$ cat config.mk
export PLATFORM = sky130hd
export DESIGN_NAME = exp_vector_seq
export DESIGN_NICKNAME = d
export VERILOG_FILES = /design/src/rtl/softmax_pkg.sv /design/src/rtl/exp_vector_seq.sv
export SDC_FILE = /design/constraint.sdc
export NUM_CORES = 1
export LEC_CHECK = 0
export ABC_CLOCK_PERIOD_IN_PS = 3500
export BUFFER_PORTS_ARGS = -buffer_cell sky130_fd_sc_hd__buf_2
export CORE_MARGIN = 2
export CORE_UTILIZATION = 45
export CTS_CLUSTER_DIAMETER = 80
export CTS_CLUSTER_SIZE = 10
export DETAILED_ROUTE_END_ITERATION = 10
export PLACE_DENSITY_LB_ADDON = 0.2
export SYNTH_ARGS = -nofsm -noshare
export SYNTH_HDL_FRONTEND = slang
export SYNTH_SLANG_ARGS = --single-unit
$ cat constraint.sdc
create_clock -name clk -period 3.5 [get_ports clk]
set_input_delay 0.35 -clock clk [delete_from_list [all_inputs] [get_ports clk]]
set_output_delay 0.35 -clock clk [all_outputs]
set_load 0.005 [all_outputs]
$ cat src/rtl/softmax_pkg.sv
// Shared definitions for the softmax datapath: sequencer state encoding and
// default sizing for the exp vector sequencer.
package softmax_pkg;

  localparam int ADDR_W_DEF      = 8;
  localparam int TIMEOUT_CYC_DEF = 64;

  // 3-bit FSM encoding for exp_vector_seq
  typedef enum logic [2:0] {
    S_IDLE  = 3'd0,
    S_READ  = 3'd1,
    S_LATCH = 3'd2,
    S_START = 3'd3,
    S_WAIT  = 3'd4,
    S_WRITE = 3'd5,
    S_DONE  = 3'd6,
    S_ERROR = 3'd7
  } seq_state_e;

endpackage

$ cat src/rtl/exp_vector_seq.sv
// Streams a vector of fp16 words from the source buffer through one shared
// fp16_exp unit and writes each result to the destination buffer. Owns the
// exp start/valid/clear handshake, addressing, abort and a WAIT watchdog.
module exp_vector_seq
  import softmax_pkg::*;
#(
  parameter int ADDR_W      = ADDR_W_DEF,
  parameter int TIMEOUT_CYC = TIMEOUT_CYC_DEF
) (
  input  logic              clk,
  input  logic              reset,
  input  logic              start,
  input  logic [ADDR_W-1:0] src_base,
  input  logic [ADDR_W-1:0] dst_base,
  input  logic [ADDR_W:0]   length,
  input  logic              abort,
  output logic              busy,
  output logic              done,
  output logic              aborted,
  output logic              err,
  output logic              src_rd_en,
  output logic [ADDR_W-1:0] src_rd_addr,
  input  logic [15:0]       src_rd_data,
  output logic              dst_wr_en,
  output logic [ADDR_W-1:0] dst_wr_addr,
  output logic [15:0]       dst_wr_data,
  output logic              exp_start,
  output logic [15:0]       exp_input,
  output logic              exp_clear,
  input  logic              exp_valid,
  input  logic [15:0]       exp_result
);

  localparam int WD_W = (TIMEOUT_CYC > 2) ? $clog2(TIMEOUT_CYC) : 1;
  // Last watchdog value before the one that trips: WAIT entered with wd=0,
  // so ERROR is reached TIMEOUT_CYC cycles after the exp_start cycle.
  localparam logic [WD_W-1:0] WD_TRIP = WD_W'(TIMEOUT_CYC - 2);

  seq_state_e        state, nxt;
  logic [ADDR_W-1:0] src_b, dst_b;
  logic [ADDR_W:0]   len, idx;
  logic [WD_W-1:0]   wd;
  logic [15:0]       operand;
  logic              abt;        // abort seen this run (pending while in WAIT)
  logic              last_elem;

  assign last_elem = ((idx + 1'b1) == len);

  // State register
  always_ff @(posedge clk) begin
    if (reset) state <= S_IDLE;
    else       state <= nxt;
  end

  // Next-state logic
  always_comb begin
    nxt = state;
    unique case (state)
      S_IDLE:  if (start) nxt = (length == '0) ? S_DONE : S_READ;
      S_READ:  nxt = abort ? S_DONE : S_LATCH;
      S_LATCH: nxt = abort ? S_DONE : S_START;
      S_START: nxt = abort ? S_DONE : S_WAIT;
      // fp16_exp must see its clear, so abort only marks pending here
      S_WAIT: begin
        if (exp_valid)         nxt = S_WRITE;
        else if (wd == WD_TRIP) nxt = S_ERROR;
      end
      S_WRITE: nxt = (last_elem || abt || abort) ? S_DONE : S_READ;
      S_DONE:  nxt = S_IDLE;
      S_ERROR: nxt = S_ERROR;
      default: nxt = S_IDLE;
    endcase
  end

  // Run context: bases, length, element index, operand, watchdog, abort flag
  always_ff @(posedge clk) begin
    if (reset) begin
      src_b   <= '0;
      dst_b   <= '0;
      len     <= '0;
      idx     <= '0;
      wd      <= '0;
      operand <= '0;
      abt     <= 1'b0;
    end else begin
      case (state)
        S_IDLE: begin
          if (start) begin
            abt <= 1'b0;
            idx <= '0;
            if (length != '0) begin
              src_b <= src_base;
              dst_b <= dst_base;
              len   <= length;
            end
          end
        end
        S_READ: if (abort) abt <= 1'b1;
        S_LATCH: begin
          operand <= src_rd_data;
          if (abort) abt <= 1'b1;
        end
        S_START: begin
          wd <= '0;
          if (abort) abt <= 1'b1;
        end
        S_WAIT: begin
          if (abort)      abt <= 1'b1;
          if (!exp_valid) wd  <= wd + 1'b1;
        end
        S_WRITE: begin
          idx <= idx + 1'b1;
          if (abort) abt <= 1'b1;
        end
        default: ;
      endcase
    end
  end

  // Outputs decoded from state; addresses/data are zero when not enabled
  always_comb begin
    busy        = (state != S_IDLE);
    done        = (state == S_DONE);
    aborted     = (state == S_DONE) && abt;
    err         = (state == S_ERROR);
    src_rd_en   = (state == S_READ);
    src_rd_addr = '0;
    // reset kills an in-flight write in the same cycle
    dst_wr_en   = (state == S_WRITE) && !abt && !reset;
    dst_wr_addr = '0;
    dst_wr_data = '0;
    // an abort seen in START suppresses the pulse so fp16_exp stays idle
    exp_start   = (state == S_START) && !abort;
    exp_clear   = (state == S_WRITE);
    exp_input   = operand;
    if (src_rd_en) src_rd_addr = src_b + idx[ADDR_W-1:0];
    if (dst_wr_en) begin
      dst_wr_addr = dst_b + idx[ADDR_W-1:0];
      dst_wr_data = exp_result;
    end
  end

endmodule
# After elaboration in Yosys (flattened, before gate mapping)
# Cells that the tools add are included.
# Widths: inputs -> output; s select.
[op_classes]
addsub = 4
mul = 0
div_mod_pow = 0
order_cmp = 0
n_eq_ne = 13
shifts = 0
mux = 19
n_bitwise = 0
n_reduce_logical = 22
[ops]
columns = ["op", "count"]
rows = [
  ["$pmux 3 s8", 1],
  ["$mux 3", 7],
  ["$pmux 9 s2", 1],
  ["$add 8x8->8", 2],
  ["$mux 16", 1],
  ["$mux 8", 2],
  ["$eq 3x3->1 const B", 4],
  ["$pmux 6 s2", 1],
  ["$add 9x1->9 const B", 1],
  ["$eq 9x9->1", 1],
  ["$logic_not 9->1", 1],
  ["$mux 9", 1],
  ["$reduce_bool 9->1", 1],
  ["$add 6x1->6 const B", 1],
  ["$eq 3x2->1 const B", 2],
  ["$eq 6x6->1 const B", 1],
  ["$mux 6", 1],
  ["$reduce_and 2->1", 3],
  ["$reduce_and 3->1", 2],
  ["$reduce_bool 2->1", 3],
  ["$reduce_or 5->1", 1],
  ["$logic_and 1x1->1", 4],
  ["$ne 2x2->1 const B", 2],
  ["$eq 3x1->1 const B", 1],
  ["other kinds (9)", 13],
]
[word_totals]
ff_bits = 60
latchBits = 0
ramBits = 0
rom_bits = 0
out_inout_bits = 56
wordCells = 66
mem_count = 0

# Logic depth before layout (Yosys ltp)
[depth]
depth_word = 6
ltp_mapped = 9
depth_no_buf = 8

# Least setup slack after synthesis
# No wires, ideal clock.
[synth_path]
path_type = "register to output"
startpoint = "reg idx[1]"
endpoint = "out src_rd_addr[7]"
t_arrival_ps = 1998
required_time_ps = 3150
slack_ps = 1152
path_stages_with_launch = 8
path_cell_list = "dfxtp_1 > ha_1 > a21o_1 > a21oi_1 > o21bai_1 > a2111oi_0 > nor3_1 > o21a_1"
[synth_between]
elab_chain_len = 2
[synth_rtl]
columns = ["item", "line", "text"]
rows = [
  ["from (decl)", "exp_vector_seq.sv:41", "logic [ADDR_W:0] len, idx;"],
  ["from (signal assigned)", "exp_vector_seq.sv:112", "idx <= idx + 1'b1;"],
  ["$add 8x8->8", "exp_vector_seq.sv:136", "if (src_rd_en) src_rd_addr = src_b + idx[ADDR_W-1:0];"],
  ["$mux 8", "exp_vector_seq.sv:136", ""],
  ["to (decl)", "exp_vector_seq.sv:22", "output logic [ADDR_W-1:0] src_rd_addr,"],
]
# No other way between the ends.

# Final worst setup path
[layout_path]
startpoint = "reg state[2]"
endpoint = "out dst_wr_data[6]"
[layout_between]
elab_chain_len = 4
[layout_rtl]
columns = ["item", "line", "text"]
rows = [
  ["from (decl)", "exp_vector_seq.sv:39", "seq_state_e state, nxt;"],
  ["from (signal assigned)", "exp_vector_seq.sv:52", "else state <= nxt;"],
  ["$eq 3x3->1", "exp_vector_seq.sv:129", "dst_wr_en = (state == S_WRITE) && !abt && !reset;"],
  ["$logic_and 1x1->1 (2 in series)", "exp_vector_seq.sv:129", ""],
  ["$mux 16", "exp_vector_seq.sv:137", "if (dst_wr_en) begin"],
  ["to (decl)", "exp_vector_seq.sv:26", "output logic [15:0] dst_wr_data,"],
]
# No other way between the ends.

==> flow_metrics.py <==
metrics = {
    "run_status": {
        "status": "finished, final reports clean",
    },
    "global_routing": {
        "grt_start_max_net_pins": 57,
        "grt_pass1_wl_mm": 14.1,
        "antenna_found_initial": 0,
        "grt_use_total": 0.208,
        "grt_pass1_vias": 3133,
        "gr-total-overflow": 0,
    },
    "critical_path": {
        "startpoint_type": "flip-flop",
        "crit_path_cell_trace": "nor2b_1 -> nand2_1 -> or3_1 -> inv_1 -> and2_1 -> buf_2",
        "arrival_ns": 2.65,
        "cp-end-kind": "output pin",
        "cp_slowest_stage_delay_ns": 0.55,
        "critPathMaxFanout": 20,
        "crit_type": "reg2out",
        "cp_slowest_cell": "or3_1",
        "cp.required_ns": 3.15,
    },
    "detailed_routing": {
        "drc": 0,
        "routed_wl_mm": 8.76,
        "ant_nets": 0,
        "wl_per_cell_microns": 13.1,
        "wl_met1_mm": 4.02,
        "first_iter_violations": 189,
        "wl_met2_mm": 4.06,
        "vias_per_cell": 5.14,
        "dr.max_layer_used": "met4",
        "dr_total_vias": 3422,
        "drt_pass1_iterations": 4,
        "wl_met3_microns": 562,
    },
    "power": {
        "power_mw": 2.34,
        "peakVddDrop_uv": 288,
        "p_leak_nw": 2.01,
        "p_per_area_nw_per_um2": 553,
    },
    "cells_and_area": {
        "n_fill_cell": 687,
        "multiInputGateArea_sq_um": 2070,
        "syn_to_final_growth_pct": 23.4,
        "antenna_cells": 0,
        "final_common_cell": "buf_2",
        "nets": 643,
        "drive_gt1_frac": 0.249,
        "final_cell_mix": "buf_2 (117), nand2_1 (95), a21oi_1 (64)",
        "seq_area_sq_um": 1200,
    },
    "clocking": {
        "cts.sinks": 60,
        "cts_root_buffer": "clkbuf_8",
        "cts_setup_buffers": 0,
        "cts_tree": "done",
        "cts.clk_slew.worst_paths_ns": 0.07,
        "clock_latency_ns": 0.34,
        "cts_buffer_depth": 2,
        "cts_buffers": 9,
        "ctsResizeCount": 0,
        "hold_buffers": 0,
        "htreeDepth": 3,
    },
    "floorplanning": {
        "core_sq_um": 7330,
        "die_w_microns": 91.3,
        "initial_utilization": 0.468,
        "die_y_microns": 91.3,
        "die_area_sq_um": 8340,
        "io_pins": 118,
        "std_cell_rows": 31,
    },
    "logic_synthesis": {
        "synth_area_leaders": "dfxtp_1 (35%), nand2_1 (10%), a21oi_1 (9.3%)",
        "synth.distinct_cells": 46,
        "yosys_warnings": 0,
        "yosysTopAreaCell": "dfxtp_1",
        "seq_area_frac_synth": 0.350,
        "netlist_area_sq_um": 3430,
        "syn-num-nets": 539,
        "synth_area_per_cell_sq_um": 7.49,
        "synth_top_area_frac": 0.350,
        "ys_ff_latch": 60,
        "postSynthCellCount": 458,
    },
    "sta": {
        "fin_tns_setup_ns": 0,
        "finalCriticalPeriod_ns": 3.00,
        "hold_violations": 0,
        "slew_viol_final": 0,
        "rsz0062_at_grt": "false",
        "setup_viol": 0,
        "min_period_over_period": 0.857,
        "max-slew-margin-rel": 0.349,
        "worst_slew_pin_slew_ns": 0.972,
        "clock.fmax_mhz": 333,
        "clock_skew_ns": 0.0115,
    },
    "placement": {
        "globalplace.congestion": 0.845,
        "io_buffers": 117,
        "place_hpwl_mm": 6.43,
    },
    "job": {
        "drv_cap": 0,
    },
    "min_path": {
        "hold_class": "in2reg",
    },
}
through the flow:
step,utilization,setup WS (ns),area [sq um],hold slack (ns),std cells
floorplan,-,1.15,3430,0.441,458
global placement,0.550,0.923,4030,0.439,650
detailed placement,0.550,0.870,4030,0.445,650
CTS,0.578,0.506,4240,0.232,666
global route,0.578,0.255,4240,0.235,666
finish,0.578,0.499,4240,0.240,666
critical path, delay by kind of cell, from the launching register on:
family / cells / cell delay, ns
buffers and inverters: 2 / 0.48
AND/OR/NAND/NOR: 4 / 1.28
flip-flops: 1 / 0.54
synthesized netlist by cell type (all sizes together):
master	n
inv	13
o21bai	6
a22oi	4
nor2	41
buf	8
or2	3
dfxtp	60
xor2	14
o21a	5
o2bb2ai	1
o31ai	1
a2111oi	2
a311oi	1
nand3	8
o21ai	13
or3	4
nand2	95
nand2b	4
a211oi	3
a21boi	1
nor4	1
a32oi	1
o221ai	1
a21o	4
nand3b	2
fa	2
nor2b	1
clkbuf	17
ha	17
nor3b	3
and4	2
a21oi	64
a222oi	1
and3	6
o31a	1
nand4	3
nor3	9
a31oi	2
and2	21
xnor2	12
and3b	1
layout make-up:
class / count / share of cell area
clock inverter: 6 / 0.0151
timing repair buffer: 118 / 0.140
tap: 99 / 0.0292
sequential: 60 / 0.284
inverter: 13 / 0.0115
multi-input combinational: 360 / 0.488
clock buffer: 10 / 0.0325
power by group:
group	switching [mW]	internal (mW)	leakage, nW
Sequential	0.133	0.807	0.489
Clock	0.291	0.347	0.0983
Combinational	0.456	0.308	1.42
Total	0.879	1.46	2.01
final timing paths:
check / from / to / slack (ns) / depth (start not counted)
setup / recovery: state[2] / dst_wr_data[6] / 0.50 / 6
hold / removal: src_rd_data[13] / exp_input[13] / 0.24 / 3
setup reg to reg: idx[0] / state[0] / 1.05 / 7
hold reg to reg: exp_input[5] / exp_input[5] / 0.45 / 2
state kept, by name, indices dropped and copies added (netlist names):
signal,cells
exp_input,16
idx,9
len,9
dst_b,8
src_b,8
wd,6
state,3
abt,1
logic make-up after synthesis:
kind of cell	synth area share
simple gates	0.273
compound gates	0.189
flops	0.350
buf+inv	0.0474
xor+xnor	0.0664
fa+ha+maj	0.0737
routing by layer:
metal,global-route usage,vias to the layer above
li1,-,1756
met1,0.270,1547
met2,0.335,106
met3,0.0622,13
met4,0.0581,0
met5,0,-
No activity file was read; power rests on OpenSTA's default activity.
